### config.mk
export PLATFORM = sky130hd
export DESIGN_NAME = seg7_scan4
export DESIGN_NICKNAME = d
export VERILOG_FILES = /design/src/rtl/seg7_scan4.sv
export SDC_FILE = /design/constraint.sdc
export NUM_CORES = 1
export LEC_CHECK = 0
export BUFFER_PORTS_ARGS = -buffer_cell sky130_fd_sc_hd__buf_2
export CAP_MARGIN = 30
export CORE_MARGIN = 1.5
export CORE_UTILIZATION = 44
export DETAILED_ROUTE_END_ITERATION = 8
export PLACE_DENSITY_LB_ADDON = 0.2
export SLEW_MARGIN = 40
export SYNTH_ARGS = -nofsm -noshare
export SYNTH_HDL_FRONTEND = slang
export SYNTH_SLANG_ARGS = --single-unit
### constraint.sdc
create_clock -name clk -period 5.2 [get_ports clk]
set_clock_uncertainty 0.15 [all_clocks]
set_input_delay 0.78 -clock clk [delete_from_list [all_inputs] [get_ports clk]]
set_output_delay 0.78 -clock clk [all_outputs]
set_load 0.02 [all_outputs]
### src/rtl/seg7_scan4.sv
// Four-digit multiplexed driver for a common-anode 7-segment display.
// Inputs are captured once per frame so that a frame never mixes old and new digits.
module seg7_scan4 #(
    parameter int SCAN_DIV = 100000,
    parameter int CNT_W    = 20
) (
    input  logic       clk,
    input  logic       rst,
    input  logic [3:0] dig0,
    input  logic [3:0] dig1,
    input  logic [3:0] dig2,
    input  logic [3:0] dig3,
    input  logic [3:0] dp_en,
    input  logic       lzb_en,
    output logic [3:0] ssd_ctl,
    output logic [7:0] ssd_out,
    output logic       frame_done
);

    logic [CNT_W-1:0]     scan_cnt_r;
    logic [1:0]           idx_r;
    logic [3:0][3:0]      snap_dig_r;
    logic [3:0]           snap_dp_r;
    logic                 snap_lzb_r;

    logic                 tick_s;
    logic                 load_s;
    logic [3:0]           cur_dig_s;
    logic                 blank_s;
    logic [3:0]           ctl_nxt_s;
    logic [7:0]           out_nxt_s;

    // Segment pattern {a..g,dp} with dp off; non-BCD values show "E".
    function automatic logic [7:0] seg_decode(input logic [3:0] bcd);
        logic [7:0] seg;
        case (bcd)
            4'd0:    seg = 8'h03;
            4'd1:    seg = 8'h9F;
            4'd2:    seg = 8'h25;
            4'd3:    seg = 8'h0D;
            4'd4:    seg = 8'h99;
            4'd5:    seg = 8'h49;
            4'd6:    seg = 8'h41;
            4'd7:    seg = 8'h1F;
            4'd8:    seg = 8'h01;
            4'd9:    seg = 8'h09;
            default: seg = 8'h61;
        endcase
        return seg;
    endfunction

    // Next-cycle digit enable and segment values from the current scan slot.
    always_comb begin
        tick_s    = (scan_cnt_r == CNT_W'(SCAN_DIV - 1));
        load_s    = tick_s && (idx_r == 2'd3);
        cur_dig_s = snap_dig_r[idx_r];
        blank_s   = 1'b0;
        if (snap_lzb_r) begin
            case (idx_r)
                2'd3:    blank_s = (snap_dig_r[3] == 4'd0);
                2'd2:    blank_s = (snap_dig_r[3] == 4'd0) && (snap_dig_r[2] == 4'd0);
                2'd1:    blank_s = (snap_dig_r[3] == 4'd0) && (snap_dig_r[2] == 4'd0)
                                   && (snap_dig_r[1] == 4'd0);
                default: blank_s = 1'b0;
            endcase
        end else begin
            blank_s = 1'b0;
        end
        if (blank_s) begin
            ctl_nxt_s = 4'hF;
            out_nxt_s = 8'hFF;
        end else begin
            ctl_nxt_s = ~(4'b0001 << idx_r);
            out_nxt_s = seg_decode(cur_dig_s) & {7'h7F, ~snap_dp_r[idx_r]};
        end
    end

    // Scan counter, digit index, frame snapshot and registered display outputs.
    always_ff @(posedge clk) begin
        if (rst) begin
            scan_cnt_r <= '0;
            idx_r      <= 2'd0;
            snap_dig_r <= '0;
            snap_dp_r  <= 4'h0;
            snap_lzb_r <= 1'b0;
            ssd_ctl    <= 4'hF;
            ssd_out    <= 8'hFF;
            frame_done <= 1'b0;
        end else begin
            if (tick_s) begin
                scan_cnt_r <= '0;
                idx_r      <= idx_r + 2'd1;
            end else begin
                scan_cnt_r <= scan_cnt_r + CNT_W'(1);
                idx_r      <= idx_r;
            end
            if (load_s) begin
                snap_dig_r <= {dig3, dig2, dig1, dig0};
                snap_dp_r  <= dp_en;
                snap_lzb_r <= lzb_en;
            end else begin
                snap_dig_r <= snap_dig_r;
                snap_dp_r  <= snap_dp_r;
                snap_lzb_r <= snap_lzb_r;
            end
            ssd_ctl    <= ctl_nxt_s;
            ssd_out    <= out_nxt_s;
            frame_done <= load_s;
        end
    end

endmodule

# Word-level counts from Yosys, hierarchy flattened
# Memory sizes are Yosys's and may differ from the RTL's.
# Index checks and enable logic that the tools add are counted.
# word_totals
ff_bits,56
latch_bits,0
mem_bits_rw,0
romBits,112
inputBits,23
output_inout_bits,13
elab_cells,38
memories,1
# mem_list
name,words,width,rd,rd_clocked_by_memory_dff,wr,line,rtl
(name not given),16,7,1,0,0,36,case (bcd)
# op_classes
add_sub_neg,2
multipliers,0
n_div,0
n_lt_le_gt_ge,1
eq_ne,4
shifts,1
n_mux,7
n_bitwise,3
reduce_logical,8
# op_table
cell,count
$add 20x1->20 const B,1
$eq 20x17->1 const B,1
$logic_not 4->1,3
$and 8x8->8,1
$bmux 4 s2,1
$mux 8,1
$eq 2x2->1 const B,2
$mux 4,1
$not 4->4,1
$reduce_or 2->1,2
$shl 1x2->4 const A,1
$logic_and 1x1->1,3
$lt 2x3->1 const B,1
$pmux 1 s3,1
$add 2x1->2 const B,1
$bmux 1 s2,1
$eq 2x1->1 const B,1
$mux 1,2
$not 1->1,1

# Longest topological paths before layout
# Gate-level depths: netlist of run 1.
# logic_depth
word_depth,7
ltp_mapped,8
depth_no_buf,6

# Worst setup path after synthesis of run 1
# No wires, ideal clock.
# synth_path
path_type,reg2reg
startpoint,register scan_cnt_r[0]
endpoint,register snap_dig_r[0] (netlist name)
setup_time_ps,72
arrival_time_ps,1877
t_required_ps,4978
setup_slack_ps,3102
stages_incl_launch_ff,7
n_path_buf,1
synth_period_minus_slack_ps,2098
cell_sequence,dfxtp_1 > ha_1 > nand4_2 > or4_4 > nor3_4 > buf_8 > mux2i_1
# synth_between
elab_chain_len,2
# synth_lines
item,line,rtl
"start, declared",20,logic [CNT_W-1:0] scan_cnt_r;
"start signal, assigned",94,scan_cnt_r <= scan_cnt_r + CNT_W'(1);
$eq 20x17->1,54,tick_s = (scan_cnt_r == CNT_W'(SCAN_DIV - 1));
$logic_and 1x1->1,55,load_s = tick_s && (idx_r == 2'd3);
"end signal, assigned",98,"snap_dig_r <= {dig3, dig2, dig1, dig0};"
"end signal, assigned",102,snap_dig_r <= snap_dig_r;
"end, declared",22,logic [3:0][3:0] snap_dig_r;
# No other way between the ends.
# A chain may end at the register's enable or synchronous reset.

# Worst setup path after layout of run 1
# layout_path
startpoint,register scan_cnt_r[0]
endpoint,register scan_cnt_r[3]
# layout_between
elab_chain_len,2
word_cells_on_any_way,3
cone_classes,add/sub (1); eq/ne (1); reduce/logical (1)
# layout_lines
item
branches (longest 2 deep; another with $add 20x1->20)
# Parallel ways; which one is timed is not known.

==> results of run 1 <==
critical path: cells and delay by family, from the launching register on:
kind / cells / cell delay, ns
AO/OA/AOI/OAI: 1 / 0.61
adder cells (fa/ha/maj): 1 / 0.23
AND/OR/NAND/NOR: 3 / 0.87
flip-flops: 1 / 0.38
cell type report:
class	instances	area (um2)	share of cell area (%)
Sequential cell	56	1120	37.4
Tap cell	75	93.8	3.13
Clock buffer	8	90.1	3.01
Multi-Input combinational cell	203	1470	49.0
Timing Repair Buffer	36	183	6.10
Inverter	11	41.3	1.38
power breakdown:
group	total, mW	switching (mW)	leakage [nW]	internal, mW
registers	0.436	0.00238	0.454	0.433
clock network	0.243	0.134	0.0455	0.109
logic	0.0358	0.0184	0.563	0.0174
path summary, 6_finish.rpt:
kind / end / slack (ns) / cells past startpoint
hold reg to reg: snap_dp_r[3] / 0.33 / 2
setup reg to reg: scan_cnt_r[3] / 2.82 / 5
hold / removal: snap_dp_r[3] / 0.33 / 2
setup / recovery: scan_cnt_r[3] / 2.82 / 5
logic make-up (layout without fill, tap and decap cells):
kind of cell               count (synthesis)  in the layout
muxes                                     27             27
AOI/OAI and AO/OA                         30             30
adders and majority gates                 12             12
buffers and inverters                     23             55
xor gates and xnor gates                  13             13
DFF                                       56             56
and+or+nand+nor                          121            121
metal layers:
| metal | up-vias | wire length [um] | global-route usage [%] |
|---|---|---|---|
| met4 | 0 | 52 | 4.14 |
| met1 | 900 | 2530 | 23.3 |
| met3 | 6 | 214 | 3.37 |
| met2 | 46 | 2060 | 24.6 |
| met5 | - | 0 | 0 |
| li1 | 1035 | - | - |
state kept, by name, indices dropped and copies added, names as in the netlist:
signal      count
scan_cnt_r     20
snap_dig_r     16
ssd_out         8
snap_dp_r       4
ssd_ctl         4
idx_r           2
frame_done      1
snap_lzb_r      1
stage by stage:
stage | area (um2) | util (%) | hold slack, ns
CTS | 3000 | 50.6 | 0.329
global placement | 2910 | 49.1 | 0.292
finish | 3000 | 50.6 | 0.329
detailed placement | 2910 | 49.1 | 0.310
floorplan | 2700 | - | 0.279
global route | 3000 | 50.6 | 0.353
placed cells by master, fill, tap and decap left out, types with 3 or more instances in the layout:
master	netlist	layout
nor2_1	22	22
o21ai_0	11	11
o31ai_1	4	4
mux4_2	5	5
a21oi_1	11	11
nand2b_1	42	42
clkbuf_8	0	6
inv_1	11	11
dfxtp_1	56	56
buf_2	1	35
nor3_1	3	3
xnor2_1	11	11
nor4_1	6	6
nand4_1	4	4
mux2i_1	21	21
nand3_1	9	9
ha_1	12	12
or4_1	6	6
nand2_1	14	14
==> results.cfg, run 1 <==
[clock_network]
cts_tree = built
cts_buffers = 5
htreeDepth = 2
clk_pin_slew_ns = 0.10
cts_resized = 0
cts_hold_buffers = 0
cts_setup_buffers = 0
cts_root_buf = clkbuf_8
clock_latency_ns = 0.30
clock_path_buffers = 2
clock-sinks = 56

[logic_synthesis]
synth_compound_area_share_pct = 6.44
synth_nets = 317
syn-mean-instance-area_um2 = 9.58
synth_most_common_cell = dfxtp_1
synth-xor-area-share_pct = 4.21
yosys-top-cells-area = dfxtp_1 (41%), nand2b_1 (9.7%), mux2i_1 (7.8%)
ys_ff_latch = 56
synth.yosys.seq_area_share_pct = 41.5
synth.top_cell.area_share_pct = 41.5
ys_top_cells_by_count = dfxtp_1 (56), nand2b_1 (42), nor2_1 (22)
synthMuxAreaShare_pct = 12.4
synth_adder_area_share_pct = 5.56
async_flop_share_pct = 0
synth_flop_cell = dfxtp_1
synth-simple-area-share_pct = 25.7
synth_edf_count = 0
yosys.cell_types.count = 41
synthesis.area_um2 = 2700
synth_top_cell_by_area = dfxtp_1
syn-instance-count = 282
synth_warnings = 0
synth_top_family_by_area = simple AND/OR/NAND/NOR gates

[run]
drv_cap = 0

[drt]
viasPerCell = 5.11
post_drt_wl_per_cell_um = 12.5
wl_um = 4860
first_iter_violations = 98
routed-via-count = 1987
drc = 0
ant_nets = 0
drt-pass1-iter-count = 4

[worst_setup_path]
crit_arrival_ns = 2.40
critPathSlowestCell = o21bai_2
crit_required_ns = 5.22
cpPeakStageDelay_ns = 0.61
crit_fanout = 18
critPathLaunchType = flip-flop
path_class = flip-flop to flip-flop
reg2reg_from = scan_cnt_r[0]
path_cells = ha_1 > nand4_2 > or4_4 > o21bai_2 > nor2_1
critPathCaptureType = flip-flop
crit_start = scan_cnt_r[0]

[timing]
period_minus_slack_ns = 2.38
setup_viol = 0
rsz0062_at_grt = no
worst_pin_slew_ns = 0.719
finalHoldViolCount = 0
period_share_pct = 45.8
slew_headroom_pct = 52.0
finalSetupTns_ns = 0
clock.fmax_mhz = 420
drv_slew = 0
finalWorstSetupSlack_ns = 2.82

[placed_design]
place_ws_ns = 2.79
dpl.cell_count = 381
dpl.hpwl_um = 3470
numPortBuffers = 35
gp_congestion = 0.776

[pwr]
power_mw = 0.715
p_per_area_nw_per_um2 = 239
peakVddDrop_mv = 0.135
leakage_nw = 1.06

[floorplan]
start_util_pct = 45.6
die_w_um = 81.4
die_h_um = 81.4
core_area_um2 = 5920
fp-row-count = 28
ios = 36
die-area_um2 = 6620

[global_route]
grt_pass1_vias = 1784
grt_max_degree = 50
antenna_found_initial = 0
grt_pass1_wl_um = 8370
grt_usage_pct = 16.2
overflow = 0

[hold_path]
hold_class = flip-flop to flip-flop
hp-start = snap_dp_r[3]

[finish]
layout-drive-gt1-share_pct = 17.2
fin_nets = 348
syn_to_final_growth_pct = 10.9
fillers = 574
diodes = 0
layout.cells.non_filler = 389

[status]
status = complete, no violations
Note: power is estimated with default switching activity, not from simulation.
==> inputs of run 2 (changes only) <==
clock period = 2 ns   (was 5.2 ns; I/O delays follow)
==> run 2 against run 1 <==
The run now ends with negative setup slack left. Sequential cell count unchanged. Power rose to 2.6 times the previous value. Critical path depth up 1. Final area up 14%. Final cell count up 10%. Wire length up 17%. Sequential power rose to 2.6 times the previous value. Maximum frequency up 18%. Non-clock buffer count up 40. First-iteration DRC count up 48%. Clock-buffer cell count down 1. Largest power group unchanged. Highest routed layer unchanged.
==> results.cfg, run 2 (same netlist as run 1, synthesis figures left out) <==
[status]
status = complete, but fails checks
violations = negative setup slack

[finish]
regMostFlops = scan_cnt_r
final_common_cell = dfxtp_1
seq_area_um2 = 1130
layout-drive-gt1-share_pct = 29.2
diodes = 0
multiInputGateArea_um2 = 1490
layout_common_cells = dfxtp_1 (52), nand2b_1 (42), buf_2 (35), buf_4 (35), nor2_1 (22)
largest_reg_flops = 20
syn_to_final_growth_pct = 25.9
reg.largest.list = scan_cnt_r: 20 flops, snap_dig_r: 16 flops, ssd_out: 8 flops
fillers = 521
fin_nets = 388

[timing]
finalSetupTns_ns = -0.0123
finalWorstSetupSlack_ns = -0.00963
worst_pin_slew_ns = 0.499
slew_headroom_pct = 66.4
drv_slew = 0
clock.fmax_mhz = 498
setup_viol = 2
rsz0062_at_grt = yes
period_minus_slack_ns = 2.01
finalHoldViolCount = 0
period_share_pct = 100

[clock_network]
cts_root_buf = clkbuf_8
clock_path_buffers = 2
htreeDepth = 2
cts_hold_buffers = 0
cts_buffers = 5
clk_pin_slew_ns = 0.09
clock-sinks = 56
cts_tree = built
clock_latency_ns = 0.30

[global_route]
grt_pass1_wl_um = 9070
grt_pass1_vias = 1983
antenna_found_initial = 0
grt_max_degree = 49
overflow = 0
grt_usage_pct = 17.8

[hold_path]
hold_class = primary input to flip-flop

[drt]
ant_nets = 0
wl_um = 5670
post_drt_wl_per_cell_um = 13.2
first_iter_violations = 145
routed-via-count = 2163
drt-pass1-iter-count = 4
viasPerCell = 5.05
drc = 0

[floorplan]
die-area_um2 = 6620
die_w_um = 81.4
start_util_pct = 45.6
ios = 36
fp-row-count = 28
core_area_um2 = 5920
die_h_um = 81.4

[worst_setup_path]
path_class = flip-flop to flip-flop
crit_required_ns = 2.09
crit_fanout = 5
critPathCaptureType = flip-flop
critPathLaunchType = flip-flop
crit_arrival_ns = 2.10

[pwr]
p_per_area_nw_per_um2 = 557
peakVddDrop_mv = 0.365
power_mw = 1.89
leakage_nw = 1.30

[placed_design]
dpl.hpwl_um = 3980
numPortBuffers = 35
gp_congestion = 0.817

[run]
drv_cap = 0
## run 2: cell types whose count changed in the layout (fill, tap and decap cells not counted), moves of 2 or more
cell	previous run	this run
clkbuf_16	0	2
buf_6	0	2
dfxtp_2	0	3
buf_12	0	2
buf_4	1	35
clkbuf_1	2	0
dfxtp_1	56	52
## run 2: what timing repair did
action / in CTS / in global routing
endpoints found under the setup margin: 5 / 33
gates resized for setup: 2 / 8
buffers inserted: 0 / 4
gates cloned: 0 / 3
pin swaps: 0 / 2
## run 2: final cells by class
type                    instances  area share (%)
clock buffers                   7            2.83
inverters                      11            1.21
multi-input cells             203            43.8
flip-flops and latches         56            33.2
well taps                      75            2.76
repair buffers                 76            16.2
## run 2: worst paths after layout
check                       from              to  slack, ns  depth (start not counted)
setup reg to reg  scan_cnt_r[11]   snap_dig_r[7]      -0.01                          6
hold / removal           dig3[3]  snap_dig_r[15]        0.1                          3
setup / recovery  scan_cnt_r[11]   snap_dig_r[7]      -0.01                          6
hold reg to reg     snap_dp_r[2]    snap_dp_r[2]       0.33                          2
## run 2: metrics by stage
step / cells / setup WS (ns) / util (%) / instance area (um2) / hold WS (ns)
global placement: 414 / 0.0401 / 53.9 / 3190 / 0.309
global route: 428 / -0.0471 / 57.5 / 3400 / 0.0914
finish: 428 / -0.00963 / 57.5 / 3400 / 0.0983
CTS: 421 / 0.00338 / 55.6 / 3290 / 0.0909
floorplan: 282 / 0.00827 / - / 2720 / 0.281
detailed placement: 414 / 0.00643 / 53.9 / 3190 / 0.319
## run 2: power by group
part	leakage (nW)	internal [mW]	switching, mW
Combinational	0.794	0.0560	0.0527
Sequential	0.456	1.13	0.00625
Clock	0.0503	0.309	0.343
Total	1.30	1.49	0.402
## run 2: routing by layer
layer  part of all wire [%]  GRT usage [%]  wire, um
met5                      0              0         0
met4                    1.1           5.17        61
met3                    4.9           3.15       276
met2                     45           26.9      2550
met1                     49           25.7      2780
## run 2: critical path, cell delays in order (launching register included)
cell       delay (ns)
dfxtp_1          0.32
or4b_4           0.54
or2_4            0.29
nor3_4           0.15
buf_4            0.17
clkbuf_16        0.15
mux2i_1          0.17
